==> src/rtl/datapath_regfile_if.sv <==
// Datapath register-file bus: C-bus write side, B-bus/H read side, memory and fetch ports.
interface datapath_regfile_if;
  logic [31:0] Shift;
  logic [8:0]  C_SEL;
  logic [3:0]  B_SEL;
  logic [2:0]  MEM_CTL;
  logic [31:0] B_bus;
  logic [31:0] H_out;
  logic [31:0] MEM_ADDR;
  logic [31:0] MEM_WDATA;
  logic        MEM_RD;
  logic        MEM_WR;
  logic [31:0] MEM_RDATA;
  logic        MEM_RVALID;
  logic [31:0] FETCH_ADDR;
  logic        FETCH_RD;
  logic [7:0]  FETCH_DATA;
  logic        FETCH_VALID;
  logic        BUSY;
  logic        REQ_ERR;

  modport master (
    output Shift, C_SEL, B_SEL, MEM_CTL, MEM_RDATA, MEM_RVALID, FETCH_DATA, FETCH_VALID,
    input  B_bus, H_out, MEM_ADDR, MEM_WDATA, MEM_RD, MEM_WR, FETCH_ADDR, FETCH_RD,
           BUSY, REQ_ERR
  );

  modport slave (
    input  Shift, C_SEL, B_SEL, MEM_CTL, MEM_RDATA, MEM_RVALID, FETCH_DATA, FETCH_VALID,
    output B_bus, H_out, MEM_ADDR, MEM_WDATA, MEM_RD, MEM_WR, FETCH_ADDR, FETCH_RD,
           BUSY, REQ_ERR
  );
endinterface

==> src/rtl/datapath_regfile.sv <==
// Nine-register datapath file with memory-read and byte-fetch handshakes.
// Define DATAPATH_FETCH_EN to build the fetch path (FETCH_RD, MBR, F_WAIT).
//
//   state   | meaning
//   IDLE    | no memory read outstanding
//   RD_WAIT | read strobed, waiting for MEM_RVALID to load MDR
//   F_IDLE  | no fetch outstanding
//   F_WAIT  | fetch strobed, waiting for FETCH_VALID to load MBR
module datapath_regfile (
  input  logic               CLK,
  input  logic               RST,
  datapath_regfile_if.slave  bus
);
  localparam int R_MAR = 0;
  localparam int R_MDR = 1;
  localparam int R_PC  = 2;
  localparam int R_SP  = 3;
  localparam int R_LV  = 4;
  localparam int R_CPP = 5;
  localparam int R_TOS = 6;
  localparam int R_OPC = 7;
  localparam int R_H   = 8;

  typedef enum logic {IDLE,   RD_WAIT} rd_state_t;
  typedef enum logic {F_IDLE, F_WAIT}  f_state_t;

  rd_state_t   rd_state_q, rd_state_d;
  f_state_t    f_state_q,  f_state_d;
  logic [31:0] reg_q [9];
  logic [31:0] reg_d [9];
  logic [7:0]  mbr_q, mbr_d;
  logic        mem_rd_q, mem_rd_d;
  logic        mem_wr_q, mem_wr_d;
  logic        fetch_rd_q, fetch_rd_d;
  logic        req_err_q, req_err_d;
  logic        rd_req, wr_req;

  assign wr_req = bus.MEM_CTL[2];
  assign rd_req = bus.MEM_CTL[1];

  always_comb begin
    reg_d      = reg_q;
    mbr_d      = mbr_q;
    rd_state_d = rd_state_q;
    f_state_d  = f_state_q;
    mem_rd_d   = 1'b0;
    mem_wr_d   = 1'b0;
    fetch_rd_d = 1'b0;
    req_err_d  = req_err_q;

    for (int i = 0; i < 9; i++) begin
      if (bus.C_SEL[i]) reg_d[i] = bus.Shift;
    end

    if (rd_req && wr_req) begin
      req_err_d = 1'b1;
    end else if (wr_req) begin
      mem_wr_d = 1'b1;
    end else if (rd_req) begin
      if (rd_state_q == IDLE) begin
        mem_rd_d   = 1'b1;
        rd_state_d = RD_WAIT;
      end else begin
        req_err_d = 1'b1;
      end
    end

    // Returning read data wins over a C-bus write to MDR on the same edge.
    if (rd_state_q == RD_WAIT && bus.MEM_RVALID) begin
      reg_d[R_MDR] = bus.MEM_RDATA;
      rd_state_d   = IDLE;
    end

`ifdef DATAPATH_FETCH_EN
    if (bus.MEM_CTL[0]) begin
      if (f_state_q == F_IDLE) begin
        fetch_rd_d = 1'b1;
        f_state_d  = F_WAIT;
      end else begin
        req_err_d = 1'b1;
      end
    end
    if (f_state_q == F_WAIT && bus.FETCH_VALID) begin
      mbr_d     = bus.FETCH_DATA;
      f_state_d = F_IDLE;
    end
`else
    f_state_d = F_IDLE;
    mbr_d     = '0;
`endif
  end

  always_ff @(posedge CLK) begin
    if (RST) begin
      for (int i = 0; i < 9; i++) reg_q[i] <= '0;
      mbr_q      <= '0;
      rd_state_q <= IDLE;
      f_state_q  <= F_IDLE;
      mem_rd_q   <= 1'b0;
      mem_wr_q   <= 1'b0;
      fetch_rd_q <= 1'b0;
      req_err_q  <= 1'b0;
    end else begin
      reg_q      <= reg_d;
      mbr_q      <= mbr_d;
      rd_state_q <= rd_state_d;
      f_state_q  <= f_state_d;
      mem_rd_q   <= mem_rd_d;
      mem_wr_q   <= mem_wr_d;
      fetch_rd_q <= fetch_rd_d;
      req_err_q  <= req_err_d;
    end
  end

`ifndef DATAPATH_FETCH_EN
  logic unused_fetch;
  assign unused_fetch = ^{bus.MEM_CTL[0], bus.FETCH_DATA, bus.FETCH_VALID, fetch_rd_q};
`endif

  always_comb begin
    bus.B_bus = '0;
    case (bus.B_SEL)
      4'd0:    bus.B_bus = reg_q[R_MDR];
      4'd1:    bus.B_bus = reg_q[R_PC];
      4'd2:    bus.B_bus = {{24{mbr_q[7]}}, mbr_q};
      4'd3:    bus.B_bus = {24'b0, mbr_q};
      4'd4:    bus.B_bus = reg_q[R_SP];
      4'd5:    bus.B_bus = reg_q[R_LV];
      4'd6:    bus.B_bus = reg_q[R_CPP];
      4'd7:    bus.B_bus = reg_q[R_TOS];
      4'd8:    bus.B_bus = reg_q[R_OPC];
      default: bus.B_bus = '0;
    endcase
  end

  assign bus.H_out      = reg_q[R_H];
  assign bus.MEM_ADDR   = reg_q[R_MAR];
  assign bus.MEM_WDATA  = reg_q[R_MDR];
  assign bus.FETCH_ADDR = reg_q[R_PC];
  assign bus.MEM_RD     = mem_rd_q;
  assign bus.MEM_WR     = mem_wr_q;
`ifdef DATAPATH_FETCH_EN
  assign bus.FETCH_RD   = fetch_rd_q;
`else
  assign bus.FETCH_RD   = 1'b0;
`endif
  assign bus.BUSY       = (rd_state_q == RD_WAIT) || (f_state_q == F_WAIT);
  assign bus.REQ_ERR    = req_err_q;
endmodule

==> src/flat_wrapper.sv <==
// flat-port wrapper written by rule: the top's interface ports become plain ports
module datapath_regfile_flat 
  (CLK, RST, bus_Shift, bus_C_SEL, bus_B_SEL, bus_MEM_CTL, bus_MEM_RDATA, bus_MEM_RVALID, bus_FETCH_DATA, bus_FETCH_VALID, bus_B_bus, bus_H_out, bus_MEM_ADDR, bus_MEM_WDATA, bus_MEM_RD, bus_MEM_WR, bus_FETCH_ADDR, bus_FETCH_RD, bus_BUSY, bus_REQ_ERR);
  datapath_regfile_if bus_i ();
  input  logic CLK;
  input  logic RST;
  input wire logic [$bits(bus_i.Shift)-1:0] bus_Shift;
  input wire logic [$bits(bus_i.C_SEL)-1:0] bus_C_SEL;
  input wire logic [$bits(bus_i.B_SEL)-1:0] bus_B_SEL;
  input wire logic [$bits(bus_i.MEM_CTL)-1:0] bus_MEM_CTL;
  input wire logic [$bits(bus_i.MEM_RDATA)-1:0] bus_MEM_RDATA;
  input wire logic [$bits(bus_i.MEM_RVALID)-1:0] bus_MEM_RVALID;
  input wire logic [$bits(bus_i.FETCH_DATA)-1:0] bus_FETCH_DATA;
  input wire logic [$bits(bus_i.FETCH_VALID)-1:0] bus_FETCH_VALID;
  output wire logic [$bits(bus_i.B_bus)-1:0] bus_B_bus;
  output wire logic [$bits(bus_i.H_out)-1:0] bus_H_out;
  output wire logic [$bits(bus_i.MEM_ADDR)-1:0] bus_MEM_ADDR;
  output wire logic [$bits(bus_i.MEM_WDATA)-1:0] bus_MEM_WDATA;
  output wire logic [$bits(bus_i.MEM_RD)-1:0] bus_MEM_RD;
  output wire logic [$bits(bus_i.MEM_WR)-1:0] bus_MEM_WR;
  output wire logic [$bits(bus_i.FETCH_ADDR)-1:0] bus_FETCH_ADDR;
  output wire logic [$bits(bus_i.FETCH_RD)-1:0] bus_FETCH_RD;
  output wire logic [$bits(bus_i.BUSY)-1:0] bus_BUSY;
  output wire logic [$bits(bus_i.REQ_ERR)-1:0] bus_REQ_ERR;
  assign bus_i.Shift = bus_Shift;
  assign bus_i.C_SEL = bus_C_SEL;
  assign bus_i.B_SEL = bus_B_SEL;
  assign bus_i.MEM_CTL = bus_MEM_CTL;
  assign bus_i.MEM_RDATA = bus_MEM_RDATA;
  assign bus_i.MEM_RVALID = bus_MEM_RVALID;
  assign bus_i.FETCH_DATA = bus_FETCH_DATA;
  assign bus_i.FETCH_VALID = bus_FETCH_VALID;
  assign bus_B_bus = bus_i.B_bus;
  assign bus_H_out = bus_i.H_out;
  assign bus_MEM_ADDR = bus_i.MEM_ADDR;
  assign bus_MEM_WDATA = bus_i.MEM_WDATA;
  assign bus_MEM_RD = bus_i.MEM_RD;
  assign bus_MEM_WR = bus_i.MEM_WR;
  assign bus_FETCH_ADDR = bus_i.FETCH_ADDR;
  assign bus_FETCH_RD = bus_i.FETCH_RD;
  assign bus_BUSY = bus_i.BUSY;
  assign bus_REQ_ERR = bus_i.REQ_ERR;
  datapath_regfile u_core (.CLK(CLK), .RST(RST), .bus(bus_i));
endmodule
==> config.mk <==
export PLATFORM = sky130hd
export DESIGN_NAME = datapath_regfile_flat
export DESIGN_NICKNAME = d
export VERILOG_FILES = /design/src/rtl/datapath_regfile_if.sv /design/src/rtl/datapath_regfile.sv /design/src/flat_wrapper.sv
export SDC_FILE = /design/constraint.sdc
export NUM_CORES = 1
export LEC_CHECK = 0
export ABC_AREA = 1
export BUFFER_PORTS_ARGS = -buffer_cell sky130_fd_sc_hd__clkbuf_2
export CAP_MARGIN = 20
export CORE_MARGIN = 4
export CORE_UTILIZATION = 62
export CTS_BUF_LIST = sky130_fd_sc_hd__clkbuf_8
export DETAILED_ROUTE_END_ITERATION = 10
export GPL_TIMING_DRIVEN = 0
export PLACE_DENSITY = 0.89
export SETUP_SLACK_MARGIN = 0.2
export SLEW_MARGIN = 10
export SYNTH_ARGS = -nofsm -noshare
export SYNTH_HDL_FRONTEND = slang
export SYNTH_SLANG_ARGS = --single-unit
==> constraint.sdc <==
create_clock -name CLK -period 3.61 [get_ports CLK]
set_clock_uncertainty 0.05 [all_clocks]
set_input_delay 0.722 -clock CLK [delete_from_list [all_inputs] [get_ports CLK]]
set_output_delay 0.722 -clock CLK [all_outputs]
set_load 0.02 [all_outputs]
* Yosys cells after proc, flatten, opt, wreduce, memory -nomap -nowiden
Cells that the tools add are included.
Operators by class: equal/unequal tests 7, multiplexer cells 9, bitwise logic cells 3, reduce and logical (&&, ||, !) cells 11
Operators with widths (number):
- 32-bit one-hot mux with 7 select lines | 1
- 32-bit two-way mux | 2
- 4-bit by 3-bit equality test with 1-bit output, second input constant | 4
- 1-bit two-way mux | 6
- 3-bit AND reduction | 2
- 2-bit nonzero test | 3
- 4-bit by 1-bit equality test with 1-bit output, second input constant | 1
- 4-bit equality test, second input constant | 1
- 4-bit logical NOT | 1
- 2-bit OR reduction | 2
- 4-bit OR reduction | 1
- 1-bit NOT | 3
- 1-bit logical AND | 2
- 2-bit by 1-bit != test with 1-bit output, second input constant | 1
Storage, ports and cells: bits in registers 292, bits of input ports 92, output and inout port bits 165, logic and storage cells 43

* Logic depth before layout (Yosys ltp)
depth in word-level cells 4, mapped depth 8, gate-level depth less buffers 6

* Worst setup path after synthesis
Ideal clock, no wire load.
path kind input port to output port, start in bus_B_SEL[3], end out bus_B_bus[0], data arrival time 1.556 ns, data required time 2.838 ns, path slack 1.282 ns, cell stages on the path 7, path through inv_1 nor2_1 clkbuf_1 nand3_1 nand2_1 nor2_1 nand2_1
On the way: longest elaborated chain between the ends 2
RTL lines:
- start: declaration | RTL line flat_wrapper.sv:9 | input wire logic [$bits(bus_i.B_SEL)-1:0] bus_B_SEL;
- 4-bit equality test (tied with other cells) | RTL line datapath_regfile.sv:122 | case (bus.B_SEL)
- 32-bit one-hot mux with 7 select lines * | RTL line datapath_regfile.sv:122
- end: declaration | RTL line flat_wrapper.sv:15 | output wire logic [$bits(bus_i.B_bus)-1:0] bus_B_bus;
Every way passes the cells marked *; elsewhere a longest branch is shown, timed or not.

* Worst setup path in the final report
start in bus_B_SEL[3], end out bus_B_bus[9]
The elaborated chain is that of the path after synthesis.

==> results.ini <==
[status]
status = completed

[yosys]
syn-num-nets = 2027
yosys_warnings = 0
netlist_area_um2 = 13310
synth-seq-cells = 292
yosysSeqAreaShare_pct = 43.93
syn_area_per_cell_um2 = 6.876
synth.top_cells.by_area = dfxtp_1, nor2_1, o21ai_0
synth_area_leader_cell = dfxtp_1
syn_inst = 1935
ys_types = 17
synth_top_area_share_pct = 43.93

[layout]
syn_to_final_growth_pct = 17.22
drive_above_1_share_pct = 20.49
n_fill_cell = 1632
nets = 2287

[grt]
grt_first_pass_wirelength_mm = 71.19
grt_util_all_layers_pct = 36.95
grt_max_degree = 13
grt_overflow = 0
antenna_found_initial = 0
first_global_vias = 13830

[route]
viasPerCell = 5.733
vias = 14350
drt_pass1_iterations = 6
drc = 0
finalWirelength_mm = 45.98
drt_iter0_drc = 1544
drtAntennaViolNets = 0
drt-wirelength-per-cell_um = 18.38

[timing]
min_period_ns = 3.359
setup_ws_ns = 0.2515
min_period_over_period_pct = 93.03
max_freq_ghz = 0.2978
setup_tns_ns = 0
rsz0062_at_grt = no
maxSlewViolCount = 0
timing.slew.headroom_pct = 46.29
hold_viol = 0
tightest_slew_ns = 0.8027
setup_viol_count_final = 0

[clock_tree]
clock_sinks = 292
clock_path_buffers = 3
clockRootBuffer = clkbuf_8
cts_tree = built
htreeDepth = 2
cts_buffers = 46
cts.clk_slew.worst_paths_ns = 0.06
post_cts_resized = 0
post_cts_buffers = 0
cts_hold_buf = 0
clock_latency_ns = 0.57

[power_and_ir_drop]
peakVddDrop_v = 0.0003236
powerDensity_nw_per_um2 = 484.5
power_leakage_nw = 7.709

[setup_path]
crit_path_max_incr_delay_ns = 0.63
end_kind = primary output
cp.depth = 8
cp_top_family = simple AND/OR/NAND/NOR gates
critPathMaxFanout = 10
crit_top_cell = nor2_1
crit_slowest_cell = nor2_1
start_kind = input pin
worstPathArrival_ns = 2.59
r2r_cells = 5
worstPathRequired_ns = 2.84
path_buf_inv = 3
worstPathCellList = clkbuf_2 -> nor2_1 -> nand2_1 -> buf_2 -> nor2_1 -> nor2_1 -> nand2_1 -> clkbuf_2
critPathKind = in -> out

[placed_design]
place_ws_ns = 0.3908
dp_hpwl_mm = 34.47
portBuffers = 212
gp_congestion = 0.9665

[floorplan]
ios = 257
core_um2 = 21090
dieHeight_um = 154.5
die_area_um2 = 23870
die_w_um = 154.5
rows = 53
start_util_pct = 63.09

[hold_path]
hp-class = in -> reg
hold-path-cell-count = 2

[run]
cap_violations = 0

[metal layers]
layer | global-route usage [%] | wire length [um]
met1 | 45.54 | 17020
met2 | 58.86 | 20530
met3 | 10.58 | 5994
met4 | 19.47 | 2429
met5 | 0 | 0
[per-stage QoR]
stage	hold WS, ns	total power, mW	cells	util (%)	instance area, um2
global placement	0.3957	4.791	2422	69.76	14710
floorplan	0.3843	4.417	1935	-	13310
CTS	0.2963	7.499	2501	73.95	15590
detailed placement	0.4031	4.832	2422	69.76	14710
finish	0.3066	7.557	2502	73.96	15600
global route	0.3216	7.809	2501	73.95	15590
[placed cells by master (no fill, tap or decap), types with 2 or more instances in the layout]
master    count
inv_2         3
nand3_1     193
a21oi_1      98
nand2_1     164
buf_1        33
clkbuf_8     57
inv_1        62
nor3_1        2
clkbuf_2    212
buf_4       133
dfxtp_1     292
nor2_2        2
buf_2        42
o21ai_0     289
clkinv_2      4
nor2_1      549
clkbuf_1     86
[synth_stat cells]
cell and instances:
buf_4 133, nand3_1 193, a21oi_1 98, nor3_1 2
nor2_2 2, nand2_1 164, buf_6 1, conb_1 1
dfxtp_1 292, o21ai_0 289, clkbuf_1 86, clkinv_1 1
buf_2 42, buf_1 33, inv_2 3, nor2_1 549
inv_1 46
[power by group]
group          internal (mW)  leakage, nW  switching, mW
combinational          0.415         4.76          0.810
sequential              3.45         2.43          0.133
clock                   1.42        0.517           1.33
total                   5.29         7.71           2.27
[final timing paths]
path                                        start                      end  slack (ns)
worst max-delay path                 bus_B_SEL[3]             bus_B_bus[9]        0.25
worst min-delay path               bus_MEM_CTL[1]        u_core.bus.MEM_WR        0.31
worst max register to register  u_core.rd_state_q  u_core.bus.MEM_WDATA[6]        2.12
worst min register to register  u_core.reg_q[102]        u_core.reg_q[102]        0.41
[area by class of cell]
class,instances,area [um2],area share (%)
multi-input combinational,1298,5605,35.94
antenna,1,2.502,0.01604
buffer,295,1667,10.69
clock inverter,22,98.84,0.6338
tap,275,344.1,2.206
sequential,292,5846,37.48
clock buffer,57,784.5,5.030
inverter,50,187.7,1.203
timing repair buffer,212,1061,6.803
[worst register-to-register path, cell delays in order, from the launching register on]
cell,delay (ns)
dfxtp_1,0.39
nand2_1,0.23
inv_1,0.24
buf_2,0.29
a21oi_1,0.07
a21oi_1,0.16
[sequential cells by signal (all words and copies together), names as in the netlist]
name	flops
u_core.rd_state_q	1
u_core.bus.H_out	32
u_core.bus.MEM_RD	1
u_core.bus.MEM_WDATA	32
u_core.bus.MEM_WR	1
u_core.bus.MEM_ADDR	32
u_core.reg_q	160
u_core.bus.REQ_ERR	1
u_core.bus.FETCH_ADDR	32
[cells by family after synthesis]
logic type | after synthesis | synth area share [%]
flops | 292 | 43.93
compound gates | 387 | 14.56
other cells | 1 | 0.02818
buf+inv | 345 | 13.94
simple gates | 910 | 27.54
Note: power is estimated with default switching activity, not from simulation.
